===== src/rtl/neuron_param_loader_pkg.sv =====
// ---------------------------------------------------------------------------
// neuron_param_loader_pkg
// Shared types and sizing helpers for the neuron parameter loader.
//   state_e      : loader FSM states
//   out_width()  : neuron result width n+k+clog2(m)+2
//   frame_len()  : words per frame (bias + m weights + m activations)
// ---------------------------------------------------------------------------
package neuron_param_loader_pkg;

   typedef enum logic [1:0] {
      COLLECT = 2'd0,
      FIRE    = 2'd1,
      WAIT    = 2'd2,
      RESULT  = 2'd3
   } state_e;

   function automatic int out_width(input int m, input int n, input int k);
      return n + k + $clog2(m) + 2;
   endfunction

   function automatic int frame_len(input int m);
      return 2 * m + 1;
   endfunction

endpackage


===== src/rtl/neuron_param_loader.sv =====
// ---------------------------------------------------------------------------
// neuron_param_loader
// Streaming front end for the artificial neuron. Collects one bias, m weights
// and m activations from a valid/ready word stream into the neuron's parallel
// operand buses, strobes load_params for one cycle, waits LAT cycles and
// presents the neuron output on a valid/ready result port.
//
// Ports
//   clk_i          rising-edge clock
//   rst_i          synchronous active-high reset
//   in_valid_i     stream word valid
//   in_ready_o     loader accepts a word this cycle
//   in_data_i      stream word (b+1 bits, signed)
//   load_params_o  one-cycle load strobe to the neuron
//   activation_o   m x k activations, element i at [i*k+:k]
//   weigth_o       m x n weights,     element i at [i*n+:n]
//   bias_o         signed bias (b+1 bits)
//   nrn_out_i      neuron result (already ReLU'd)
//   res_valid_o    result available
//   res_ready_i    consumer takes result
//   res_data_o     captured neuron result
// ---------------------------------------------------------------------------
module neuron_param_loader
   import neuron_param_loader_pkg::*;
#(
   parameter int m   = 4,
   parameter int n   = 4,
   parameter int k   = 4,
   parameter int b   = 10,
   parameter int LAT = 1
) (
   input  logic                                clk_i,
   input  logic                                rst_i,
   input  logic                                in_valid_i,
   output logic                                in_ready_o,
   input  logic [b:0]                          in_data_i,
   output logic                                load_params_o,
   output logic [m*k-1:0]                      activation_o,
   output logic [m*n-1:0]                      weigth_o,
   output logic [b:0]                          bias_o,
   input  logic [n+k+$clog2(m)+2-1:0]          nrn_out_i,
   output logic                                res_valid_o,
   input  logic                                res_ready_i,
   output logic [n+k+$clog2(m)+2-1:0]          res_data_o
);

   localparam int OUT_W = out_width(m, n, k);
   localparam int FRAME = frame_len(m);
   localparam int IDX_W = $clog2(FRAME);
   localparam int CNT_W = (LAT > 1) ? $clog2(LAT + 1) : 1;

   state_e             state_q;
   logic [IDX_W-1:0]   idx_q;
   logic [CNT_W-1:0]   cnt_q;
   logic               in_ready_q;
   logic               load_params_q;
   logic [m*k-1:0]     activation_q;
   logic [m*n-1:0]     weigth_q;
   logic [b:0]         bias_q;
   logic               res_valid_q;
   logic [OUT_W-1:0]   res_data_q;

   logic               accept;
   assign accept = in_valid_i & in_ready_q;

   always_ff @(posedge clk_i) begin
      if (rst_i) begin
         state_q       <= COLLECT;
         idx_q         <= '0;
         cnt_q         <= '0;
         in_ready_q    <= 1'b0;
         load_params_q <= 1'b0;
         activation_q  <= '0;
         weigth_q      <= '0;
         bias_q        <= '0;
         res_valid_q   <= 1'b0;
         res_data_q    <= '0;
      end else begin
         case (state_q)
            COLLECT: begin
               in_ready_q <= 1'b1;
               if (accept) begin
                  if (idx_q == '0)
                     bias_q <= in_data_i;
                  // Elements keep only their low bits; no saturation.
                  for (int i = 0; i < m; i++) begin
                     if (idx_q == IDX_W'(i + 1))
                        weigth_q[i*n +: n] <= in_data_i[n-1:0];
                     if (idx_q == IDX_W'(m + 1 + i))
                        activation_q[i*k +: k] <= in_data_i[k-1:0];
                  end
                  if (idx_q == IDX_W'(FRAME - 1)) begin
                     idx_q         <= '0;
                     in_ready_q    <= 1'b0;
                     load_params_q <= 1'b1;
                     state_q       <= FIRE;
                  end else begin
                     idx_q <= idx_q + 1'b1;
                  end
               end
            end
            FIRE: begin
               load_params_q <= 1'b0;
               cnt_q         <= '0;
               state_q       <= WAIT;
            end
            // The neuron registers its result off the strobe, so its output
            // is valid from LAT cycles after FIRE; capture on the last of
            // the LAT WAIT cycles.
            WAIT: begin
               if (cnt_q == CNT_W'(LAT - 1)) begin
                  res_data_q  <= nrn_out_i;
                  res_valid_q <= 1'b1;
                  state_q     <= RESULT;
               end else begin
                  cnt_q <= cnt_q + 1'b1;
               end
            end
            RESULT: begin
               // Handshake cycle accepts no word; in_ready rises after it.
               if (res_ready_i) begin
                  res_valid_q <= 1'b0;
                  in_ready_q  <= 1'b1;
                  state_q     <= COLLECT;
               end
            end
            default: state_q <= COLLECT;
         endcase
      end
   end

   assign in_ready_o    = in_ready_q;
   assign load_params_o = load_params_q;
   assign activation_o  = activation_q;
   assign weigth_o      = weigth_q;
   assign bias_o        = bias_q;
   assign res_valid_o   = res_valid_q;
   assign res_data_o    = res_data_q;

endmodule


===== config.mk =====
export PLATFORM = sky130hd
export DESIGN_NAME = neuron_param_loader
export DESIGN_NICKNAME = d
export VERILOG_FILES = /design/src/rtl/neuron_param_loader_pkg.sv /design/src/rtl/neuron_param_loader.sv
export SDC_FILE = /design/constraint.sdc
export NUM_CORES = 1
export LEC_CHECK = 0
export CAP_MARGIN = 0
export CORE_ASPECT_RATIO = 1.2
export CORE_MARGIN = 1
export CORE_UTILIZATION = 50
export DETAILED_ROUTE_END_ITERATION = 12
export PLACE_DENSITY = 0.89
export SYNTH_ARGS = -nofsm -noshare
export SYNTH_HDL_FRONTEND = slang
export SYNTH_SLANG_ARGS = --single-unit
export TNS_END_PERCENT = 50

===== constraint.sdc =====
create_clock -name clk_i -period 2.29 [get_ports clk_i]
set_input_delay 0.458 -clock clk_i [delete_from_list [all_inputs] [get_ports clk_i]]
set_output_delay 0.458 -clock clk_i [all_outputs]
set_load 0.05 [all_outputs]

---- After elaboration in Yosys (flattened, before gate mapping) ----
Cells that the tools add are included.
word-level totals
  ROM bits ................................ 0
  memories kept ........................... 0
  word-level logic and storage cells ...... 74
  memory bits (writable) .................. 0
  output and inout port bits .............. 58
  input port bits ......................... 27
  bits in latches ......................... 0
  bits in registers ....................... 65
operators by class
  bitwise operators ....................... 2
  shift operators ......................... 0
  divide/modulo/power cells ............... 0
  reduce and logical (&&, ||, !) cells .... 21
  magnitude comparators ................... 0
  $mul .................................... 0
  equality and inequality tests ........... 15
  mux-type cells .......................... 18
  $add $sub $neg .......................... 2
operators by type and width
  cell                   number
  $reduce_and A3 Y1      11
  $eq A4 B3 Y1 const B   4
  $eq A4 B2 Y1 const B   2
  $mux W1                8
  $mux W2                4
  $ne A2 B2 Y1 const B   4
  $pmux W1 S2            4
  $pmux W2 S4            1
  $reduce_bool A2 Y1     4
  $reduce_and A2 Y1      3
  $add A4 B1 Y4 const B  1
  $eq A2 B2 Y1 const B   2
  $eq A4 B1 Y1 const B   1
  $eq A4 B4 Y1 const B   1
  $logic_not A4 Y1       1
  $mux W4                1
  $reduce_and A4 Y1      1
  $eq A2 B1 Y1 const B   1
  $logic_not A2 Y1       1
  $add A1 B1 Y1 const B  1
  $and A1 B1 Y1          1
  $not A1 Y1             1

---- Depth between registers and ports, before layout ----
  depth after elaboration ................. 4
  mapped depth ............................ 7
  gate-level depth less buffers ........... 5

---- Worst setup path after synthesis ----
No wires, ideal clock.
  path type ............................... flip-flop to flip-flop
  start ................................... reg in_ready_q, in the netlist in_ready_o
  end ..................................... reg state_q[0]
  slack ................................... 0.719 ns
  required time ........................... 2.204 ns
  library setup time ...................... 0.086 ns
  buffers on the path ..................... 1
  cell stages (with the launch flop) ...... 5
  period minus slack after synthesis ...... 1.571 ns
  arrival ................................. 1.485 ns
  cell sequence ........................... dfxtp_1 -> buf_6 -> nand2_4 -> a221o_1 -> a211oi_1
on the way
  longest elaborated chain between the ends .. 3
RTL lines
  element                      line                        text
  start: declaration           neuron_param_loader.sv:55   logic in_ready_q;
  start signal: assignment     neuron_param_loader.sv:71   in_ready_q <= 1'b0;
  start signal: assignment     neuron_param_loader.sv:81   in_ready_q <= 1'b1;
  start signal: assignment     neuron_param_loader.sv:94   in_ready_q <= 1'b0;
  $and A1 B1 Y1                neuron_param_loader.sv:64   assign accept = in_valid_i & in_ready_q;
  $ne A2 B2 Y1 (no line)       --
  $reduce_and A4 Y1 (no line)  --
  end signal: assignment       neuron_param_loader.sv:68   state_q <= COLLECT;
  end signal: assignment       neuron_param_loader.sv:96   state_q <= FIRE;
  end signal: assignment       neuron_param_loader.sv:105  state_q <= WAIT;
  end: declaration             neuron_param_loader.sv:52   state_e state_q;
No other way between the ends.
A chain may end at the register's enable or synchronous reset.

---- Worst setup path in the final report ----
  start ................................... reg activation_q[5], in the netlist activation_o[5]
  end ..................................... out activation_o[5]
RTL lines
  element                           line                       text
  start: declaration                neuron_param_loader.sv:57  logic [m*k-1:0] activation_q;
  start signal: indexed assignment  neuron_param_loader.sv:90  activation_q[i*k +: k] <= in_data_i[k-1:0];
  end: declaration                  neuron_param_loader.sv:38  output logic [m*k-1:0] activation_o,
No word-level cell between the ends.

==> out/metrics.csv <==
stage,metric,value,unit
route,first_pass_iters,5,
clock_tree,root_buffer,clkbuf_8,
pwr,power.leakage,1.46,nW
die,io_pins,85,
critical_path,start_kind,register,
die,coreArea,5300,um2
finish,fin_cells,426,
clock_tree,clk_pin_slew_worst_paths,0.06,ns
finish,drive_gt1_share,8.24,%
finish,layout_commonest_cell,clkdlybuf4s50_1,
route,dr_total_vias,2341,
critical_path,crit_path_end_kind,output pin,
sta,grt_setup_unrepaired,false,
worst_hold_path,whs_path_depth,2,
placement,dpl.hpwl,4570,um
grt,grt_pass1_wl,11000,um
sta,drv_slew,0,
critical_path,reg2reg_to,bias_o[4]$_SDFFE_PP0P_,
route,viasPerCell,5.50,
pwr,power.switching,0.000566,W
critical_path,crit_type,register to output pin,
grt,grt_pass1_vias,2348,
die,rows,29,
clock_tree,cts_buffer_depth,2,
synthesis,syn_nets,316,
worst_hold_path,hp-class,register to register,
sta,setup_viol,0,
die,die_h,83.5,um
clock_tree,holdBufCountCts,0,
critical_path,worstRegToRegCells,5,
pwr,p_per_area,623,nW/um2
route,wl_per_cell,15.2,um
sta,hold_violations,0,
synthesis,syn_area,2770,um2
pwr,irDropWorstVdd,0.000447,V
critical_path,crit_buf_inv,1,
outcome,status,"complete, no violations",
synthesis,ys_types,39,
synthesis,seq_area_frac_synth,46.3,%
finish,diodes,0,
route,wirelength,6470,um
critical_path,path_delay_family,buffers and inverters,
clock_tree,post_cts_buffers,0,
critical_path,r2r_setup_slack,0.52,ns
clock_tree,cts_tree,done,
finish,fillCellCount,400,
finish,mostFrequentLayoutCells,"clkdlybuf4s50_1 (82), dfxtp_1 (64), mux2i_1 (37), nand2b_1 (31), nand3_1 (24)",
sta,clock_skew,0.0116,ns
synthesis,yosys_warnings,0,
critical_path,slowest_delay,0.82,ns
pwr,power.share.clock,42.2,%
critical_path,worstPathMaxFanout,2,
grt,grt_overflow,0,
pwr,swShare,23.9,%
critical_path,cp.arrival,1.54,ns
sta,fin_setup_tns,0,ns
sta,fmax,501,MHz
pwr,power.internal,0.00181,W
die,fp.dieW,69.9,um
route,drc,0,
synthesis,syn_inst,280,
critical_path,slowest_stage,clkdlybuf4s50_1,
finish,num-nets-final,396,
clock_tree,clk_latency,0.35,ns
synthesis,ys_ff_latch,64,
finish,seqCellArea,1280,um2
synthesis,synth.avg_cell_area,9.89,um2
grt,antenna_found_initial,0,
die,dieArea,5840,um2
pwr,pwr-share-comb,9.8,%
critical_path,critical_path_depth,1,
route,drtIter0Drc,169,
finish,syn2layout_area_growth,37.6,%
clock_tree,htreeDepth,3,
critical_path,critPathRequiredTime,1.83,ns
grt,grt_usage,23.7,%
placement,port_buffers,84,
finish,multi_input_area,1360,um2
die,start_util,52.3,%
sta,slew_headroom,50.6,%
route,postRouteAntennaNets,0,
pwr,p_seq_share,48.0,%
placement,placedCellCount,411,
placement,finalWeightedCongestion,0.773,
job,cap_viol_max_count,0,
critical_path,crit_chain,clkdlybuf4s50_1,
sta,period_share,87.1,%
sta,max_slew.worst_pin.slew,0.742,ns
worst_hold_path,min-delay-start,bias_o[9]$_SDFFE_PP0P_,
grt,grt_max_degree,39,
clock_tree,post_cts_resize_count,0,
clock_tree,cts.sinks,64,
critical_path,worst_r2r_startpoint,state_q[0]$_SDFFE_PP0P_,
sta,post-route-min-period,1.99,ns
worst_hold_path,min_to,bias_o[9]$_SDFFE_PP0P_,
clock_tree,cts_made_buffers,9,
-- worst max-delay path by stage --
stage,from,end,slack (ns)
floorplan,in_ready_o$_SDFFE_PP0P_,state_q[0]$_SDFFE_PP0P_,0.72
global placement,in_valid_i,activation_o[10]$_SDFFE_PP0P_,0.28
detailed placement,in_valid_i,bias_o[4]$_SDFFE_PP0P_,0.20
CTS,activation_o[5]$_SDFFE_PP0P_,activation_o[5],0.29
global route,load_params_o$_SDFFE_PP0P_,load_params_o,0.27
finish,activation_o[5]$_SDFFE_PP0P_,activation_o[5],0.30
-- synthesized netlist by cell type --
cell type	n	area share, %
and3_2	2	0.54
mux2i_1	37	13
a21oi_1	22	4.0
nor3_1	2	0.36
and4_1	1	0.32
nand3_4	2	1.3
a221o_1	1	0.36
a2111oi_0	1	0.32
nand3_2	1	0.36
nor2b_1	2	0.45
nand2_4	1	0.41
nand2_1	5	0.68
and2b_2	1	0.32
nand3_1	24	4.3
buf_2	3	0.54
a311oi_1	2	0.63
clkbuf_1	11	1.5
or3_1	1	0.23
a31oi_1	2	0.45
nand3b_1	3	0.81
buf_8	1	0.54
a211oi_1	1	0.27
nand4_1	2	0.45
buf_12	1	0.72
clkbuf_4	1	0.27
dfxtp_1	64	46
and3b_1	1	0.32
nor2_1	14	1.9
ha_1	9	4.1
inv_1	4	0.54
o21ai_0	19	3.4
o211ai_1	1	0.27
and3_1	2	0.45
a41oi_1	1	0.32
o21ba_2	1	0.36
buf_6	1	0.41
and3b_4	1	0.45
nand4_4	1	0.77
nand2b_1	31	7.0
-- per-layer routing --
layer	GRT usage (%)	part of all wire, %	vias up
met3	6.28	5.9	14
met4	14.4	2.8	0
met2	38.4	50	82
li1	-	-	1141
met5	0	0	-
met1	27.9	42	1104
-- stage by stage --
step,util [%],total power [W],area (um2),worst slack [ns],hold slack [ns]
2_1_floorplan,-,0.00130,2770,0.719,0.485
3_3_place_gp,68.1,0.00139,3610,0.277,0.460
3_5_place_dp,68.1,0.00140,3610,0.199,0.468
4_1_cts,71.9,0.00239,3810,0.290,0.479
5_1_grt,71.9,0.00245,3810,0.267,0.498
6_report,71.9,0.00237,3810,0.296,0.476
-- worst min-delay path, stage by stage (launching register included) --
cell and delay, ns:
dfxtp_1 0.31, o21ai_0 0.06, a21oi_1 0.06
-- final cells by class --
| type | count | area share [%] |
|---|---|---|
| clock buffers | 12 | 4.33 |
| repair buffers | 87 | 22.8 |
| flip-flops and latches | 64 | 33.6 |
| multi-input cells | 194 | 35.8 |
| well taps | 62 | 2.04 |
| inverters | 4 | 0.394 |
| clock inverters | 3 | 1.05 |
-- flip-flops by register name, indices dropped and copies added, names as in the netlist --
| signal | flops |
|---|---|
| load_params_o | 1 |
| weigth_o | 16 |
| res_data_o | 12 |
| idx_q | 4 |
| bias_o | 11 |
| in_ready_o | 1 |
| activation_o | 16 |
| res_valid_o | 1 |
| state_q | 2 |
-- power groups by stage --
stage / combinational, W / clock [W] / sequential (W)
2_1_floorplan: 0.0000940 / 0 / 0.00121
3_3_place_gp: 0.000229 / 0 / 0.00116
3_5_place_dp: 0.000233 / 0 / 0.00116
4_1_cts: 0.000233 / 0.00102 / 0.00114
5_1_grt: 0.000248 / 0.00106 / 0.00114
6_report: 0.000232 / 0.00100 / 0.00114
-- cells by family after synthesis --
kind of cell    Yosys count  share of synthesized area [%]
simple gates             97                           21.4
flops                    64                           46.3
fa+ha+maj                 9                           4.07
compound gates           51                           10.4
mux                      37                           13.4
buf+inv                  22                           4.52
Power figures use the tool's default switching activity.
